## config.mk

```make
export PLATFORM = sky130hd
export DESIGN_NAME = cache_arbiter_flat
export DESIGN_NICKNAME = d
export VERILOG_FILES = /design/src/rtl/cache_arbiter_if.sv /design/src/rtl/cache_arbiter.sv /design/src/flat_wrapper.sv
export SDC_FILE = /design/constraint.sdc
export NUM_CORES = 1
export LEC_CHECK = 0
export ABC_AREA = 1
export BUFFER_PORTS_ARGS = -buffer_cell sky130_fd_sc_hd__buf_4
export CAP_MARGIN = 20
export CORE_MARGIN = 4
export CORE_UTILIZATION = 40
export CTS_CLUSTER_SIZE = 12
export DETAILED_ROUTE_END_ITERATION = 10
export PLACE_DENSITY_LB_ADDON = 0.1
export SYNTH_ARGS = -nofsm -noshare
export SYNTH_HDL_FRONTEND = slang
export SYNTH_SLANG_ARGS = --single-unit
```

## constraint.sdc

```tcl
create_clock -name clk -period 2 [get_ports clk]
set_input_delay 0 -clock clk [delete_from_list [all_inputs] [get_ports clk]]
set_output_delay 0 -clock clk [all_outputs]
set_load 0.02 [all_outputs]
```

## src/rtl/cache_arbiter_if.sv

```systemverilog
// Bundle of icache, dcache and physical-memory signals around the cache arbiter.
// The arbiter takes the slave view; requesters and memory take the master view.
interface cache_arbiter_if;
  logic [31:0] icache_arbiter_addr;
  logic        icache_arbiter_read;
  logic [31:0] arbiter_icache_rdata;
  logic        arbiter_icache_resp;

  logic [31:0] dcache_arbiter_addr;
  logic        dcache_arbiter_read;
  logic        dcache_arbiter_write;
  logic [31:0] dcache_arbiter_wdata;
  logic [31:0] arbiter_dcache_rdata;
  logic        arbiter_dcache_resp;

  logic [31:0] arbiter_pmem_addr;
  logic        arbiter_pmem_read;
  logic        arbiter_pmem_write;
  logic [31:0] arbiter_pmem_wdata;
  logic [31:0] pmem_arbiter_rdata;
  logic        pmem_arbiter_resp;

  modport master (
    output icache_arbiter_addr, icache_arbiter_read,
    input  arbiter_icache_rdata, arbiter_icache_resp,
    output dcache_arbiter_addr, dcache_arbiter_read, dcache_arbiter_write, dcache_arbiter_wdata,
    input  arbiter_dcache_rdata, arbiter_dcache_resp,
    input  arbiter_pmem_addr, arbiter_pmem_read, arbiter_pmem_write, arbiter_pmem_wdata,
    output pmem_arbiter_rdata, pmem_arbiter_resp
  );

  modport slave (
    input  icache_arbiter_addr, icache_arbiter_read,
    output arbiter_icache_rdata, arbiter_icache_resp,
    input  dcache_arbiter_addr, dcache_arbiter_read, dcache_arbiter_write, dcache_arbiter_wdata,
    output arbiter_dcache_rdata, arbiter_dcache_resp,
    output arbiter_pmem_addr, arbiter_pmem_read, arbiter_pmem_write, arbiter_pmem_wdata,
    input  pmem_arbiter_rdata, pmem_arbiter_resp
  );
endinterface

```

## src/rtl/cache_arbiter.sv

```systemverilog
// Shares one memory port between icache (read-only) and dcache (read/write).
// Dcache wins ties, but at most MAX_DSTREAK times in a row while icache waits.
module cache_arbiter #(
  parameter int unsigned MAX_DSTREAK = 4
) (
  input logic            clk,
  input logic            rst,
  cache_arbiter_if.slave bus
);

  typedef enum logic [1:0] {
    IDLE    = 2'd0,
    SERVE_I = 2'd1,
    SERVE_D = 2'd2
  } state_e;

  localparam logic [3:0] MAX_STREAK = 4'(MAX_DSTREAK);

  state_e      state_r;
  state_e      next_state_s;
  logic [3:0]  streak_r;
  logic [3:0]  streak_next_s;
  logic        d_req_s;
  logic        grant_d_s;
  logic        grant_i_s;
  logic        i_resp_s;
  logic        d_resp_s;
  logic [31:0] pmem_addr_r;
  logic        pmem_read_r;
  logic        pmem_write_r;
  logic [31:0] pmem_wdata_r;

  // Arbitration, next state and streak update.
  always_comb begin
    d_req_s       = bus.dcache_arbiter_read | bus.dcache_arbiter_write;
    grant_d_s     = 1'b0;
    grant_i_s     = 1'b0;
    next_state_s  = state_r;
    streak_next_s = streak_r;
    case (state_r)
      IDLE: begin
        if (d_req_s && (!bus.icache_arbiter_read || (streak_r < MAX_STREAK))) begin
          grant_d_s    = 1'b1;
          next_state_s = SERVE_D;
          // The grant condition already keeps streak below the limit, so +1 saturates.
          if (bus.icache_arbiter_read) begin
            streak_next_s = streak_r + 4'd1;
          end else begin
            streak_next_s = 4'd0;
          end
        end else if (bus.icache_arbiter_read) begin
          grant_i_s     = 1'b1;
          next_state_s  = SERVE_I;
          streak_next_s = 4'd0;
        end else begin
          streak_next_s = 4'd0;
        end
      end
      SERVE_I, SERVE_D: begin
        if (bus.pmem_arbiter_resp) begin
          next_state_s = IDLE;
        end else begin
          next_state_s = state_r;
        end
      end
      default: begin
        next_state_s = IDLE;
      end
    endcase
  end

  // State and streak registers.
  always_ff @(posedge clk) begin
    if (rst) begin
      state_r  <= IDLE;
      streak_r <= 4'd0;
    end else begin
      state_r  <= next_state_s;
      streak_r <= streak_next_s;
    end
  end

  // Memory-side registers: captured on grant, strobes cleared on completion.
  always_ff @(posedge clk) begin
    if (rst) begin
      pmem_addr_r  <= 32'd0;
      pmem_read_r  <= 1'b0;
      pmem_write_r <= 1'b0;
      pmem_wdata_r <= 32'd0;
    end else if (grant_d_s) begin
      pmem_addr_r  <= bus.dcache_arbiter_addr;
      pmem_read_r  <= ~bus.dcache_arbiter_write;
      pmem_write_r <= bus.dcache_arbiter_write;
      pmem_wdata_r <= bus.dcache_arbiter_write ? bus.dcache_arbiter_wdata : 32'd0;
    end else if (grant_i_s) begin
      pmem_addr_r  <= bus.icache_arbiter_addr;
      pmem_read_r  <= 1'b1;
      pmem_write_r <= 1'b0;
      pmem_wdata_r <= 32'd0;
    end else if ((state_r != IDLE) && bus.pmem_arbiter_resp) begin
      pmem_read_r  <= 1'b0;
      pmem_write_r <= 1'b0;
    end
  end

  // Responses pass straight through to the owner only; nothing leaks while resetting.
  always_comb begin
    i_resp_s = ~rst & (state_r == SERVE_I) & bus.pmem_arbiter_resp;
    d_resp_s = ~rst & (state_r == SERVE_D) & bus.pmem_arbiter_resp;
    bus.arbiter_icache_resp  = i_resp_s;
    bus.arbiter_dcache_resp  = d_resp_s;
    if (i_resp_s) begin
      bus.arbiter_icache_rdata = bus.pmem_arbiter_rdata;
    end else begin
      bus.arbiter_icache_rdata = 32'd0;
    end
    if (d_resp_s) begin
      bus.arbiter_dcache_rdata = bus.pmem_arbiter_rdata;
    end else begin
      bus.arbiter_dcache_rdata = 32'd0;
    end
  end

  assign bus.arbiter_pmem_addr  = pmem_addr_r;
  assign bus.arbiter_pmem_read  = pmem_read_r;
  assign bus.arbiter_pmem_write = pmem_write_r;
  assign bus.arbiter_pmem_wdata = pmem_wdata_r;

endmodule

```

## src/flat_wrapper.sv

```systemverilog
// flat-port wrapper written by rule: the top's interface ports become plain ports
module cache_arbiter_flat 
#(
  parameter int unsigned MAX_DSTREAK = 4
)
  (clk, rst, bus_icache_arbiter_addr, bus_icache_arbiter_read, bus_arbiter_icache_rdata, bus_arbiter_icache_resp, bus_dcache_arbiter_addr, bus_dcache_arbiter_read, bus_dcache_arbiter_write, bus_dcache_arbiter_wdata, bus_arbiter_dcache_rdata, bus_arbiter_dcache_resp, bus_arbiter_pmem_addr, bus_arbiter_pmem_read, bus_arbiter_pmem_write, bus_arbiter_pmem_wdata, bus_pmem_arbiter_rdata, bus_pmem_arbiter_resp);
  cache_arbiter_if bus_i ();
  input logic clk;
  input logic rst;
  input wire logic [$bits(bus_i.icache_arbiter_addr)-1:0] bus_icache_arbiter_addr;
  input wire logic [$bits(bus_i.icache_arbiter_read)-1:0] bus_icache_arbiter_read;
  output wire logic [$bits(bus_i.arbiter_icache_rdata)-1:0] bus_arbiter_icache_rdata;
  output wire logic [$bits(bus_i.arbiter_icache_resp)-1:0] bus_arbiter_icache_resp;
  input wire logic [$bits(bus_i.dcache_arbiter_addr)-1:0] bus_dcache_arbiter_addr;
  input wire logic [$bits(bus_i.dcache_arbiter_read)-1:0] bus_dcache_arbiter_read;
  input wire logic [$bits(bus_i.dcache_arbiter_write)-1:0] bus_dcache_arbiter_write;
  input wire logic [$bits(bus_i.dcache_arbiter_wdata)-1:0] bus_dcache_arbiter_wdata;
  output wire logic [$bits(bus_i.arbiter_dcache_rdata)-1:0] bus_arbiter_dcache_rdata;
  output wire logic [$bits(bus_i.arbiter_dcache_resp)-1:0] bus_arbiter_dcache_resp;
  output wire logic [$bits(bus_i.arbiter_pmem_addr)-1:0] bus_arbiter_pmem_addr;
  output wire logic [$bits(bus_i.arbiter_pmem_read)-1:0] bus_arbiter_pmem_read;
  output wire logic [$bits(bus_i.arbiter_pmem_write)-1:0] bus_arbiter_pmem_write;
  output wire logic [$bits(bus_i.arbiter_pmem_wdata)-1:0] bus_arbiter_pmem_wdata;
  input wire logic [$bits(bus_i.pmem_arbiter_rdata)-1:0] bus_pmem_arbiter_rdata;
  input wire logic [$bits(bus_i.pmem_arbiter_resp)-1:0] bus_pmem_arbiter_resp;
  assign bus_i.icache_arbiter_addr = bus_icache_arbiter_addr;
  assign bus_i.icache_arbiter_read = bus_icache_arbiter_read;
  assign bus_arbiter_icache_rdata = bus_i.arbiter_icache_rdata;
  assign bus_arbiter_icache_resp = bus_i.arbiter_icache_resp;
  assign bus_i.dcache_arbiter_addr = bus_dcache_arbiter_addr;
  assign bus_i.dcache_arbiter_read = bus_dcache_arbiter_read;
  assign bus_i.dcache_arbiter_write = bus_dcache_arbiter_write;
  assign bus_i.dcache_arbiter_wdata = bus_dcache_arbiter_wdata;
  assign bus_arbiter_dcache_rdata = bus_i.arbiter_dcache_rdata;
  assign bus_arbiter_dcache_resp = bus_i.arbiter_dcache_resp;
  assign bus_arbiter_pmem_addr = bus_i.arbiter_pmem_addr;
  assign bus_arbiter_pmem_read = bus_i.arbiter_pmem_read;
  assign bus_arbiter_pmem_write = bus_i.arbiter_pmem_write;
  assign bus_arbiter_pmem_wdata = bus_i.arbiter_pmem_wdata;
  assign bus_i.pmem_arbiter_rdata = bus_pmem_arbiter_rdata;
  assign bus_i.pmem_arbiter_resp = bus_pmem_arbiter_resp;
  cache_arbiter #(.MAX_DSTREAK(MAX_DSTREAK)) u_core (.clk(clk), .rst(rst), .bus(bus_i));
endmodule
```

**After elaboration in Yosys (flattened, before gate mapping)**

Index checks and enable logic that the tools add are counted.

- Register bits after elaboration: 72
- Input port bits: 134
- Output and inout port bits: 132
- Logic and storage cells: 52

- Add/subtract/negate cells: 1
- Magnitude comparators: 1
- Equal/unequal tests: 4
- Multiplexer cells: 23
- Bitwise gates (word level): 7
- Reductions and logical operators: 10

Operators with widths:

| kind | number |
|---|---|
| $mux 32 | 7 |
| $mux 1 | 10 |
| $mux 4 | 2 |
| $mux 2 | 3 |
| $add 4x1->4 const B | 1 |
| $and 1x1->1 | 4 |
| $lt 4x3->1 const B | 1 |
| $pmux 2 s2 | 1 |
| $reduce_bool 2->1 | 2 |
| $ne 3x2->1 const B | 1 |
| $reduce_bool 3->1 | 1 |
| $eq 2x1->1 const B | 1 |
| $eq 2x2->1 const B | 1 |
| $logic_and 1x1->1 | 2 |
| $logic_not 2->1 | 1 |
| $ne 2x2->1 const B | 1 |
| $not 1->1 | 2 |
| $reduce_and 2->1 | 1 |
| $reduce_or 2->1 | 1 |
| $logic_not 1->1 | 1 |
| $logic_or 1x1->1 | 1 |
| $or 1x1->1 | 1 |

**Depth between registers and ports, before layout**

- Word-level depth: 7
- Mapped depth: 10
- Depth with buffers taken out: 9

**Worst setup path before layout**

Ideal clock, no wire load.

- Kind: reg-to-reg
- Start point: reg u_core.state_r[0]
- End point: reg u_core.pmem_addr_r[4] (netlist: u_core.bus.arbiter_pmem_addr[4])
- Library setup time: 109 ps
- Arrival time: 1282 ps
- Data required time: 1891 ps
- Path slack: 609 ps
- Cell stages (with the launch flop): 10
- Path buffers: 2
- Clock period less this slack: 1391 ps
- Cell sequence: dfxtp_1 inv_1 ha_1 inv_2 a21oi_2 buf_4 buf_2 nand3_1 nand2_1 inv_1

- Cells in the longest elaborated chain, start to end: 3
- Elaborated cells on any way between the ends: 5
- Classes of those cells: mux: 3; reduce/logical: 2

Ends and longest elaborated chain:

| element | RTL line | source |
|---|---|---|
| start, declared | cache_arbiter.sv:19 | `state_e state_r;` |
| start signal, assigned | cache_arbiter.sv:78 | `state_r <= next_state_s;` |
| $logic_not 2->1 * | cache_arbiter.sv:40 | `case (state_r)` |
| $mux 1 | cache_arbiter.sv:40 |  |
| $mux 32 / $reduce_bool 2->1 (equally long branches) | -- |  |
| end signal, assigned | cache_arbiter.sv:91 | `pmem_addr_r <= bus.dcache_arbiter_addr;` |
| end signal, assigned | cache_arbiter.sv:96 | `pmem_addr_r <= bus.icache_arbiter_addr;` |
| end, declared | cache_arbiter.sv:28 | `logic [31:0] pmem_addr_r;` |

Mark *: on every way between the ends. The rest lies on a longest branch, timed or not.
A chain may end at the register's enable or synchronous reset.

**Worst setup path after layout**

- Start point: reg u_core.state_r[0]
- End point: reg u_core.pmem_addr_r[21] (netlist: u_core.bus.arbiter_pmem_addr[21])

Same word-level chain as after synthesis.

==> flow_summary.html <==
<table>
<tr><th>Metric</th><th>Value</th></tr>
<tr><th colspan="2">Yosys</th></tr>
<tr><td>Cell count after synthesis</td><td>656</td></tr>
<tr><td>Net count after synthesis</td><td>794</td></tr>
<tr><td>Flip-flop and latch count after synthesis</td><td>72</td></tr>
<tr><td>Mapped cell area</td><td>3960 um2</td></tr>
<tr><td>Sequential share of the synthesized area</td><td>between 30% and 40%</td></tr>
<tr><td>Synth cell types</td><td>21</td></tr>
<tr><td>Number of synthesis warnings</td><td>0</td></tr>
<tr><td>Mean instance size in the synthesized netlist</td><td>6.04 um2</td></tr>
<tr><th colspan="2">Global routing</th></tr>
<tr><td>Met1 usage</td><td>28.0%</td></tr>
<tr><td>Met2 demand-to-capacity share in global routing</td><td>49.7%</td></tr>
<tr><td>Gr ovfl total</td><td>0</td></tr>
<tr><td>Met3 Use GR</td><td>7.62%</td></tr>
<tr><td>Pin count of the biggest net entering global routing</td><td>45</td></tr>
<tr><td>Initial antenna violation count</td><td>0</td></tr>
<tr><td>Most Used Layer, Global Route</td><td>met2</td></tr>
<tr><td>Via count of the first global-routing pass</td><td>5,023</td></tr>
<tr><td>Total track usage</td><td>26.8%</td></tr>
<tr><td>Wire length of the first global-routing pass</td><td>between 20 and 25 mm</td></tr>
<tr><th colspan="2">Timing</th></tr>
<tr><td>Worst rel slew slack</td><td>between 60% and 70%</td></tr>
<tr><td>TNS Setup</td><td>0 ns</td></tr>
<tr><td>Fin Clk Skew</td><td>roughly 0.010 ns</td></tr>
<tr><td>Number of pins with negative max-slew slack in the final report</td><td>0</td></tr>
<tr><td>Setup violators final</td><td>0</td></tr>
<tr><td>Hold Vio Cnt, Final</td><td>0</td></tr>
<tr><td>Worst-Margin Slew</td><td>0.468 ns</td></tr>
<tr><td>Part of the cycle the worst path needs</td><td>82.9%</td></tr>
<tr><td>RSZ-0062 raised after global routing</td><td>false</td></tr>
<tr><td>Achievable Freq</td><td>603 MHz</td></tr>
<tr><td>Post-layout minimum cycle time</td><td>1.66 ns</td></tr>
<tr><th colspan="2">Clocking</th></tr>
<tr><td>CTS HTree Levels</td><td>3</td></tr>
<tr><td>Num CTS Buffers</td><td>9</td></tr>
<tr><td>Bufs on Longest Clock Path</td><td>2</td></tr>
<tr><td>Gates resized, CTS repair</td><td>0</td></tr>
<tr><td>CTS Sinks</td><td>72</td></tr>
<tr><td>Clock transition at the register clock pins on the worst setup and hold paths after CTS</td><td>0.08 ns</td></tr>
<tr><td>Clock Latency Late Sink</td><td>0.34 ns</td></tr>
<tr><td>Clock root buffer</td><td>sky130_fd_sc_hd__clkbuf_8</td></tr>
<tr><td>TritonCTS clock tree</td><td>yes</td></tr>
<tr><th colspan="2">Critical path</th></tr>
<tr><td>Number of cells on the critical path</td><td>9</td></tr>
<tr><td>Maximum fanout encountered on the critical timing path</td><td>44</td></tr>
<tr><td>Worst Path Buf+Inv</td><td>4</td></tr>
<tr><td>Slowest Stage Delay on Critical Path</td><td>0.41 ns</td></tr>
<tr><td>Slowest cell on crit path</td><td>sky130_fd_sc_hd__buf_4</td></tr>
<tr><td>Length in cells of the worst reg-to-reg path</td><td>9</td></tr>
<tr><td>Required time of the critical path</td><td>2.29 ns</td></tr>
<tr><td>Critical Path End Type</td><td>flop</td></tr>
<tr><td>Cell chain of the critical path</td><td>inv_1 &gt; ha_1 &gt; inv_2 &gt; a21oi_4 &gt; buf_4 &gt; nor2_1 &gt; nor2_1 &gt; nand2_1 &gt; inv_1</td></tr>
<tr><td>Data arrival time of the worst path</td><td>slightly below 2 ns</td></tr>
<tr><td>Kind of critical path</td><td>flop to flop</td></tr>
<tr><td>Sort of element at the start of the critical path</td><td>flop</td></tr>
<tr><td>Timing startpoint of the critical path</td><td>u_core.state_r[0]</td></tr>
<tr><td>Top delay family on crit path</td><td>buffers and inverters</td></tr>
<tr><td>Source of the worst register-to-register timing path</td><td>u_core.state_r[0]</td></tr>
<tr><th colspan="2">Die</th></tr>
<tr><td>Num ports</td><td>266</td></tr>
<tr><td>Height of the die</td><td>108 um</td></tr>
<tr><td>Cell row count</td><td>36</td></tr>
<tr><td>Core Box Area</td><td>slightly below 10,000 um2</td></tr>
<tr><td>Initial core utilization</td><td>40.7%</td></tr>
<tr><td>Chip Width</td><td>108 um</td></tr>
<tr><td>Overall die area</td><td>approximately 12,000 um2</td></tr>
<tr><th colspan="2">Routing</th></tr>
<tr><td>Number of nets with antenna violations after detailed routing</td><td>0</td></tr>
<tr><td>Via Count</td><td>slightly above 5,000</td></tr>
<tr><td>Mean number of vias per cell</td><td>between 4 and 5</td></tr>
<tr><td>WL per Instance</td><td>14.6 um</td></tr>
<tr><td>Count of routing violations after the opening detailed-route iteration</td><td>about 270</td></tr>
<tr><td>Final wirelength</td><td>between 15 and 20 mm</td></tr>
<tr><td>Pre-Repair DR Iteration Count</td><td>5</td></tr>
<tr><td>Number of DRC violations after detailed routing</td><td>0</td></tr>
<tr><th colspan="2">Worst hold path</th></tr>
<tr><td>Hold Path Depth</td><td>5</td></tr>
<tr><td>Startpoint of the worst hold path</td><td>bus_dcache_arbiter_wdata[30]</td></tr>
<tr><td>Class of the most critical hold timing path</td><td>input port to flop</td></tr>
<tr><th colspan="2">Pwr</th></tr>
<tr><td>Worst-case vdd ir drop</td><td>471 uV</td></tr>
<tr><td>Total Power Consumption</td><td>4.40 mW</td></tr>
<tr><td>Pwr/cell area</td><td>635 nW/um2</td></tr>
<tr><td>Leakage dissipation</td><td>4.01 nW</td></tr>
<tr><th colspan="2">Placement</th></tr>
<tr><td>Final HPWL DP</td><td>11.1 mm</td></tr>
<tr><td>Placed cell area</td><td>5980 um2</td></tr>
<tr><td>IO buf count</td><td>265</td></tr>
<tr><td>Cell count after placement</td><td>1,022</td></tr>
<tr><td>Global placer's final weighted congestion</td><td>0.855</td></tr>
<tr><th colspan="2">Outcome</th></tr>
<tr><td>Outcome</td><td>finished clean</td></tr>
<tr><th colspan="2">Cells and area</th></tr>
<tr><td>Design area</td><td>6920 um2</td></tr>
<tr><td>Commonest cells after routing, fill and taps aside</td><td>sky130_fd_sc_hd__buf_4 (276), sky130_fd_sc_hd__nand2_1 (175), sky130_fd_sc_hd__nor2_1 (132)</td></tr>
<tr><td>Count of inserted antenna diode cells</td><td>0</td></tr>
<tr><td># fillers</td><td>793</td></tr>
<tr><td>Share of cells above drive strength 1</td><td>30.6%</td></tr>
<tr><td>Most frequent standard cell in the layout excluding fill and tap cells</td><td>sky130_fd_sc_hd__buf_4</td></tr>
<tr><td>Synthesis-to-finish area growth</td><td>74.7%</td></tr>
<tr><td>NumNets Final</td><td>1,110</td></tr>
<tr><td>Filler-free cell count of the finished design</td><td>between 1,000 and 1,500</td></tr>
<tr><th colspan="2">Job</th></tr>
<tr><td>Number of maximum-capacitance constraint violations</td><td>0</td></tr>
</table>
## final timing paths
check                                            to  slack, ns
setup / recovery   u_core.bus.arbiter_pmem_addr[21]       0.34
setup reg to reg   u_core.bus.arbiter_pmem_addr[21]       0.34
hold / removal    u_core.bus.arbiter_pmem_wdata[30]       0.02
hold reg to reg   u_core.bus.arbiter_pmem_wdata[11]       0.47
## routing by layer
layer / up-vias / wire, um
met2: 225 / 8380
met3: 41 / 1360
li1: 2607 / -
met5: - / 0
met4: 0 / 585
met1: 2307 / 5830
## synthesized netlist by cell type, drive strengths merged
master	number	area, um2
nand2	176	663
nor2	132	495
inv	111	417
dfxtp	72	1440
a21oi	39	199
nand3	38	195
nand4	35	219
buf	33	204
clkbuf	11	41.3
ha	4	50.1
o21a	2	15.0
clkinv	1	5.00
o21ai	1	8.76
xnor2	1	8.76
## registers in the layout, indices dropped and copies added (netlist names)
signal / count
u_core.bus.arbiter_pmem_addr: 32
u_core.bus.arbiter_pmem_read: 1
u_core.bus.arbiter_pmem_wdata: 32
u_core.bus.arbiter_pmem_write: 1
u_core.state_r: 2
u_core.streak_r: 4
## power by group
group	internal, mW	total [mW]	switching (mW)
Sequential	1.58	1.65	0.0761
Combinational	0.676	1.50	0.828
Clock	0.712	1.24	0.531
Total	2.96	4.40	1.43
## repair_timing
action                    4_1_cts  5_1_grt
hold buffers                   72        0
hold endpoints to repair       60        0
setup buffers                   0        0
## layout make-up
cell class	instances	area (um2)	area share, %
Inverter	112	422	6.09
Clock buffer	14	183	2.64
Clock inverter	2	35.0	0.506
Tap cell	133	166	2.40
Multi-Input combinational cell	428	1860	26.9
Timing Repair Buffer	349	2810	40.6
Sequential cell	72	1440	20.8
## stage by stage
stage	worst slack (ns)	hold WS, ns	utilization (%)
after CTS	0.334	0.000334	71.1
after global routing	0.193	0.0211	71.1
after global placement	0.443	0.280	61.5
after floorplan	0.609	0.141	-
final	0.342	0.0163	71.1
after detailed placement	0.374	0.286	61.5
## kinds of logic (layout without fill, tap and decap cells)
family                     count (synthesis)  in the layout  share of synthesized area, %
DFF                                       72             72                          36.4
and+or+nand+nor                          381            381                          39.7
buffers and inverters                    156            477                          16.8
AOI/OAI and AO/OA                         42             42                          5.62
adders and majority gates                  4              4                          1.26
xor gates and xnor gates                   1              1                         0.221
## worst register-to-register path, stage by stage (launching register included)
cell                      delay (ns)
sky130_fd_sc_hd__dfxtp_1        0.33
sky130_fd_sc_hd__inv_1          0.08
sky130_fd_sc_hd__ha_1           0.24
sky130_fd_sc_hd__inv_2          0.09
sky130_fd_sc_hd__a21oi_4        0.13
sky130_fd_sc_hd__buf_4          0.41
sky130_fd_sc_hd__nor2_1         0.09
sky130_fd_sc_hd__nor2_1         0.12
sky130_fd_sc_hd__nand2_1        0.08
sky130_fd_sc_hd__inv_1          0.05
Power figures use the tool's default switching activity.
